[src/rtl/cim_access_ctrl.sv]
// Access sequencer for the CIM SRAM row_decoder: expands one read/write/MAC request
// into precharge, wordline and sense phases and returns the sensed column result.
module cim_access_ctrl #(
  parameter int ADDR_W       = 2,
  parameter int DATA_W       = 4,
  parameter int PRE_CYCLES   = 1,
  parameter int WL_CYCLES    = 2,
  parameter int SENSE_CYCLES = 1
) (
  input  logic              clk,
  input  logic              rst,
  input  logic              req_valid,
  output logic              req_ready,
  input  logic [1:0]        req_op,
  input  logic [ADDR_W-1:0] req_addr,
  input  logic [DATA_W-1:0] req_data,
  input  logic [DATA_W-1:0] rd_in,
  output logic              CS,
  output logic              MAC_en,
  output logic              read_bar,
  output logic              w_en,
  output logic [ADDR_W-1:0] addr,
  output logic [DATA_W-1:0] data,
  output logic              precharge_en,
  output logic              sense_en,
  output logic              rsp_valid,
  output logic [DATA_W-1:0] rsp_data,
  output logic              done,
  output logic              err,
  output logic              busy
);

  localparam int MAX_A  = (PRE_CYCLES > WL_CYCLES) ? PRE_CYCLES : WL_CYCLES;
  localparam int MAX_PH = (MAX_A > SENSE_CYCLES) ? MAX_A : SENSE_CYCLES;
  localparam int CNT_W  = $clog2(MAX_PH) + 1;

  localparam logic [CNT_W-1:0] PRE_LOAD   = CNT_W'(PRE_CYCLES - 1);
  localparam logic [CNT_W-1:0] WL_LOAD    = CNT_W'(WL_CYCLES - 1);
  localparam logic [CNT_W-1:0] SENSE_LOAD = CNT_W'(SENSE_CYCLES - 1);

  localparam logic [1:0] OP_RD  = 2'b00;
  localparam logic [1:0] OP_WR  = 2'b01;
  localparam logic [1:0] OP_MAC = 2'b10;
  localparam logic [1:0] OP_RSV = 2'b11;

  typedef enum logic [2:0] {
    S_IDLE,
    S_PRE,
    S_ACT,
    S_SENSE,
    S_DONE
  } state_t;

  state_t           r_state;
  state_t           w_state_nxt;
  logic [CNT_W-1:0] r_cnt;
  logic [CNT_W-1:0] w_cnt_nxt;
  logic [1:0]       r_op;
  logic [1:0]       w_op_nxt;
  logic             w_accept;
  logic             w_capture;
  logic             w_act_nxt;

  assign req_ready = (r_state == S_IDLE);
  assign busy      = (r_state != S_IDLE);
  assign w_accept  = req_valid && req_ready;
  assign w_op_nxt  = w_accept ? req_op : r_op;
  assign w_capture = (r_state == S_SENSE) && (r_cnt == '0);
  assign w_act_nxt = (w_state_nxt == S_ACT);

  // The phase counter counts down to zero and is reloaded on every phase entry.
  always_comb begin
    w_state_nxt = r_state;
    w_cnt_nxt   = r_cnt;
    case (r_state)
      S_IDLE: begin
        if (w_accept) begin
          if (req_op == OP_RSV) begin
            w_state_nxt = S_DONE;
          end else begin
            w_state_nxt = S_PRE;
            w_cnt_nxt   = PRE_LOAD;
          end
        end
      end
      S_PRE: begin
        if (r_cnt == '0) begin
          w_state_nxt = S_ACT;
          w_cnt_nxt   = WL_LOAD;
        end else begin
          w_cnt_nxt = r_cnt - CNT_W'(1);
        end
      end
      S_ACT: begin
        if (r_cnt == '0) begin
          if (r_op == OP_WR) begin
            w_state_nxt = S_DONE;
          end else begin
            w_state_nxt = S_SENSE;
            w_cnt_nxt   = SENSE_LOAD;
          end
        end else begin
          w_cnt_nxt = r_cnt - CNT_W'(1);
        end
      end
      S_SENSE: begin
        if (r_cnt == '0) begin
          w_state_nxt = S_DONE;
        end else begin
          w_cnt_nxt = r_cnt - CNT_W'(1);
        end
      end
      S_DONE:  w_state_nxt = S_IDLE;
      default: w_state_nxt = S_IDLE;
    endcase
  end

  // Array strobes are decoded from the next state so they are glitch-free flops.
  always_ff @(posedge clk or posedge rst) begin
    if (rst) begin
      r_state      <= S_IDLE;
      r_cnt        <= '0;
      r_op         <= OP_RD;
      addr         <= '0;
      data         <= '0;
      CS           <= 1'b0;
      MAC_en       <= 1'b0;
      read_bar     <= 1'b1;
      w_en         <= 1'b0;
      precharge_en <= 1'b0;
      sense_en     <= 1'b0;
      rsp_valid    <= 1'b0;
      rsp_data     <= '0;
      done         <= 1'b0;
      err          <= 1'b0;
    end else begin
      r_state      <= w_state_nxt;
      r_cnt        <= w_cnt_nxt;
      if (w_accept) begin
        r_op <= req_op;
        addr <= req_addr;
        data <= req_data;
      end
      CS           <= w_act_nxt;
      MAC_en       <= w_act_nxt && (w_op_nxt == OP_MAC);
      read_bar     <= !(w_act_nxt && (w_op_nxt == OP_RD));
      w_en         <= w_act_nxt && (w_op_nxt == OP_WR);
      precharge_en <= (w_state_nxt == S_PRE);
      sense_en     <= (w_state_nxt == S_SENSE);
      done         <= (w_state_nxt == S_DONE);
      err          <= (w_state_nxt == S_DONE) && (w_op_nxt == OP_RSV);
      rsp_valid    <= (w_state_nxt == S_DONE) &&
                      ((w_op_nxt == OP_RD) || (w_op_nxt == OP_MAC));
      if (w_capture) begin
        rsp_data <= rd_in;
      end
    end
  end

endmodule

[config.mk]
export PLATFORM = sky130hd
export DESIGN_NAME = cim_access_ctrl
export DESIGN_NICKNAME = d
export VERILOG_FILES = /design/src/rtl/cim_access_ctrl.sv
export SDC_FILE = /design/constraint.sdc
export NUM_CORES = 1
export LEC_CHECK = 0
export CAP_MARGIN = 10
export CORE_ASPECT_RATIO = 1.2
export CORE_MARGIN = 1.5
export CORE_UTILIZATION = 46
export DETAILED_ROUTE_END_ITERATION = 10
export PLACE_DENSITY = 0.78
export SLEW_MARGIN = 15
export SYNTH_ARGS = -nofsm -noshare
export SYNTH_HDL_FRONTEND = slang
export SYNTH_SLANG_ARGS = --single-unit
[constraint.sdc]
create_clock -name clk -period 2.1 [get_ports clk]
set_input_delay 0.42 -clock clk [delete_from_list [all_inputs] [get_ports clk]]
set_output_delay 0.42 -clock clk [all_outputs]
set_load 0.005 [all_outputs]
==> metrics.txt <==
Bufs on Longest Clock Path=2; Synth area leaders=dfrtp_1, mux2_4, mux2_2; Crit. End Element=output port; Worst R2R Path Depth=6; Fill cells=203; die width=49.5 um; Hold Buf Count CTS=0; Critical Path RT=1.68 ns; total gr overflow=0; YS warnings=0; Area Growth Syn to Fin=35.1%; Initial Util=0.478; Post-synth top cells=dfrtp_1, nand2_1, inv_1, mux2_2, mux2_4; Clk Latency, worst-skew pair=0.32 ns; Post-Synthesis Cell Area=1190 um^2; Min Hold Slack=between 0.4 and 0.5 ns; Comb pwr share=0.536; clk root buf=clkbuf_4; status=completed; postcts setup bufs=0; EDFF count, synth=0; vias post-DR=834; cell row count=20; DP HPWL=1620 um; syn_area_per_cell=12.7 um^2; Post-DRT Antenna Nets=0; final core utilization=0.645; Clock Sinks=26; Sw Ratio=0.335; total CTS buffers=3; layout cell share with drive strength beyond 1=0.224; slew margin rel.=0.786; register area share after synthesis=0.546; VDD IR-drop max=0.749 mV; Total Routed Length=2080 um; syn nets=112; ys flop type=dfrtp_1; RSZ-0062 raised after global routing=no; worst reg2reg endpoint=rsp_data[0]; vias in the first global route=841; CP Data Arrival Time=1.48 ns; share of the synthesized area in the top cell type=0.524; initial antenna violation count=0; pin count of the biggest net entering global routing=27; nets=153; core area=2500 um^2; Ports=36; LEAKAGE=0.759 nW; wire per inst=12.5 um; Diodes inserted=0; global-route wire length before repair=3670 um; Slew @ Worst Pin=~0.32 ns; htree depth=1; Clock Skew=0.00727 ns; Die ar.=about 2900 um^2; total of max-cap violations=0; min-delay worst type=in -> async; max-slew violations=0; RR Startpoint=r_cnt[0]; Die H=slightly below 60 um; kind of critical path=reg -> out; RD Place Congestion=about 0.84; Cell variety after synth=34; post-DR vias/cell=4.99; Seq pwr share=0.368; TritonRoute pass-1 iters=4; CP Launch Type=flop; count leader, synth=dfrtp_1; Tmin final=1.90 ns; total net switching power=~750 uW; largest area contributor in the netlist=dfrtp_1; drc violations=0; CP max FO=2; Tcrit/Tclk final=0.906; Final setup viols=0; Detailed Route Iter0 Violations=12; clock share of power=0.096; CTS tree=done; Reg clk slew, reported paths=0.13 ns; Pwr Density=roughly 1400 nW/um^2; synthesis-stage register bit count=26; Syn Inst Count=94; worst reg-to-reg setup slack=0.41 ns; final setup margin=0.197 ns; Peak Freq=525 MHz; setup_tns=0 ns; Final Hold Vio Count=0; ys async rst share=1.00; Global Route Usage Sum=0.165; internal power=1.50 mW; number of port buffers=35; Post-Place Worst Slack=0.285 ns
[layer usage]
layer / GRT usage / up-vias / share of wire
li1: - / 398 / -
met1: 0.200 / 408 / 0.42
met2: 0.293 / 23 / 0.51
met3: 0.0178 / 5 / 0.041
met4: 0.0833 / 0 / 0.026
met5: 0 / - / 0
[worst max-delay path: stages (launching register included)]
cell	delay (ns)
dfrtp_1	0.40
or3_2	0.48
inv_1	0.06
dlygate4sd2_1	0.22
[cells in the final DEF, fill, tap and decap left out, types with 2 or more instances in the layout]
master / instances
inv_1: 6
clkbuf_4: 3
clkdlybuf4s50_1: 33
nand3_1: 2
ha_1: 3
o21ai_0: 5
a21oi_1: 2
buf_4: 5
dfrtp_1: 25
mux2_4: 6
nand2_1: 8
nand2b_1: 3
mux2_2: 6
nor2_1: 3
[metrics by stage]
| step | area (um^2) | power (mW) | std cells |
|---|---|---|---|
| floorplan | 1190 | 1.57 | 94 |
| global placement | 1590 | 2.04 | 163 |
| detailed placement | 1590 | 2.07 | 163 |
| CTS | 1610 | 2.28 | 167 |
| global route | 1610 | 2.41 | 167 |
| finish | 1610 | 2.25 | 167 |
[power by group through the flow]
| stage | Sequential [mW] | Clock (mW) | Combinational (mW) |
|---|---|---|---|
| 2_1_floorplan | 0.845 | 0 | 0.726 |
| 3_3_place_gp | 0.832 | 0 | 1.21 |
| 3_5_place_dp | 0.843 | 0 | 1.23 |
| 4_1_cts | 0.832 | 0.221 | 1.23 |
| 5_1_grt | 0.856 | 0.234 | 1.32 |
| 6_report | 0.828 | 0.215 | 1.21 |
[how the worst max path moves through the flow]
stage / startpoint / to / slack, ns
global placement: req_valid / data[3] / 0.30
floorplan: r_cnt[0] / r_cnt[1] / 0.55
finish: r_state[2] / req_ready / 0.20
global route: r_state[2] / req_ready / 0.13
detailed placement: req_valid / rsp_valid / 0.28
CTS: r_state[2] / busy / 0.01
[registers in the layout (all words and copies together), names as in the netlist, 2 cells and up]
register  cells
data          4
rsp_data      4
addr          2
r_op          2
r_state       3
r_cnt         2
[final cells by class]
type | count | area, um^2 | share of cell area
inverter | 7 | 26.3 | 0.0163
timing repair buffer | 40 | 389 | 0.241
sequential | 26 | 652 | 0.404
multi-input combinational | 57 | 479 | 0.297
tap | 33 | 41.3 | 0.0256
clock buffer | 4 | 26.3 | 0.0163
[cell families after synthesis]
| group | count (synthesis) | synth area share |
|---|---|---|
| fa+ha+maj | 3 | 0.0314 |
| buf+inv | 11 | 0.0534 |
| compound gates | 13 | 0.0743 |
| simple gates | 28 | 0.155 |
| flops | 26 | 0.546 |
| mux | 13 | 0.140 |
[timing repair]
item	in CTS	in global routing
gates resized for setup	1	1
endpoints found under the setup margin	1	1
pin swaps	0	0
(Power assumes the default switching activity.)
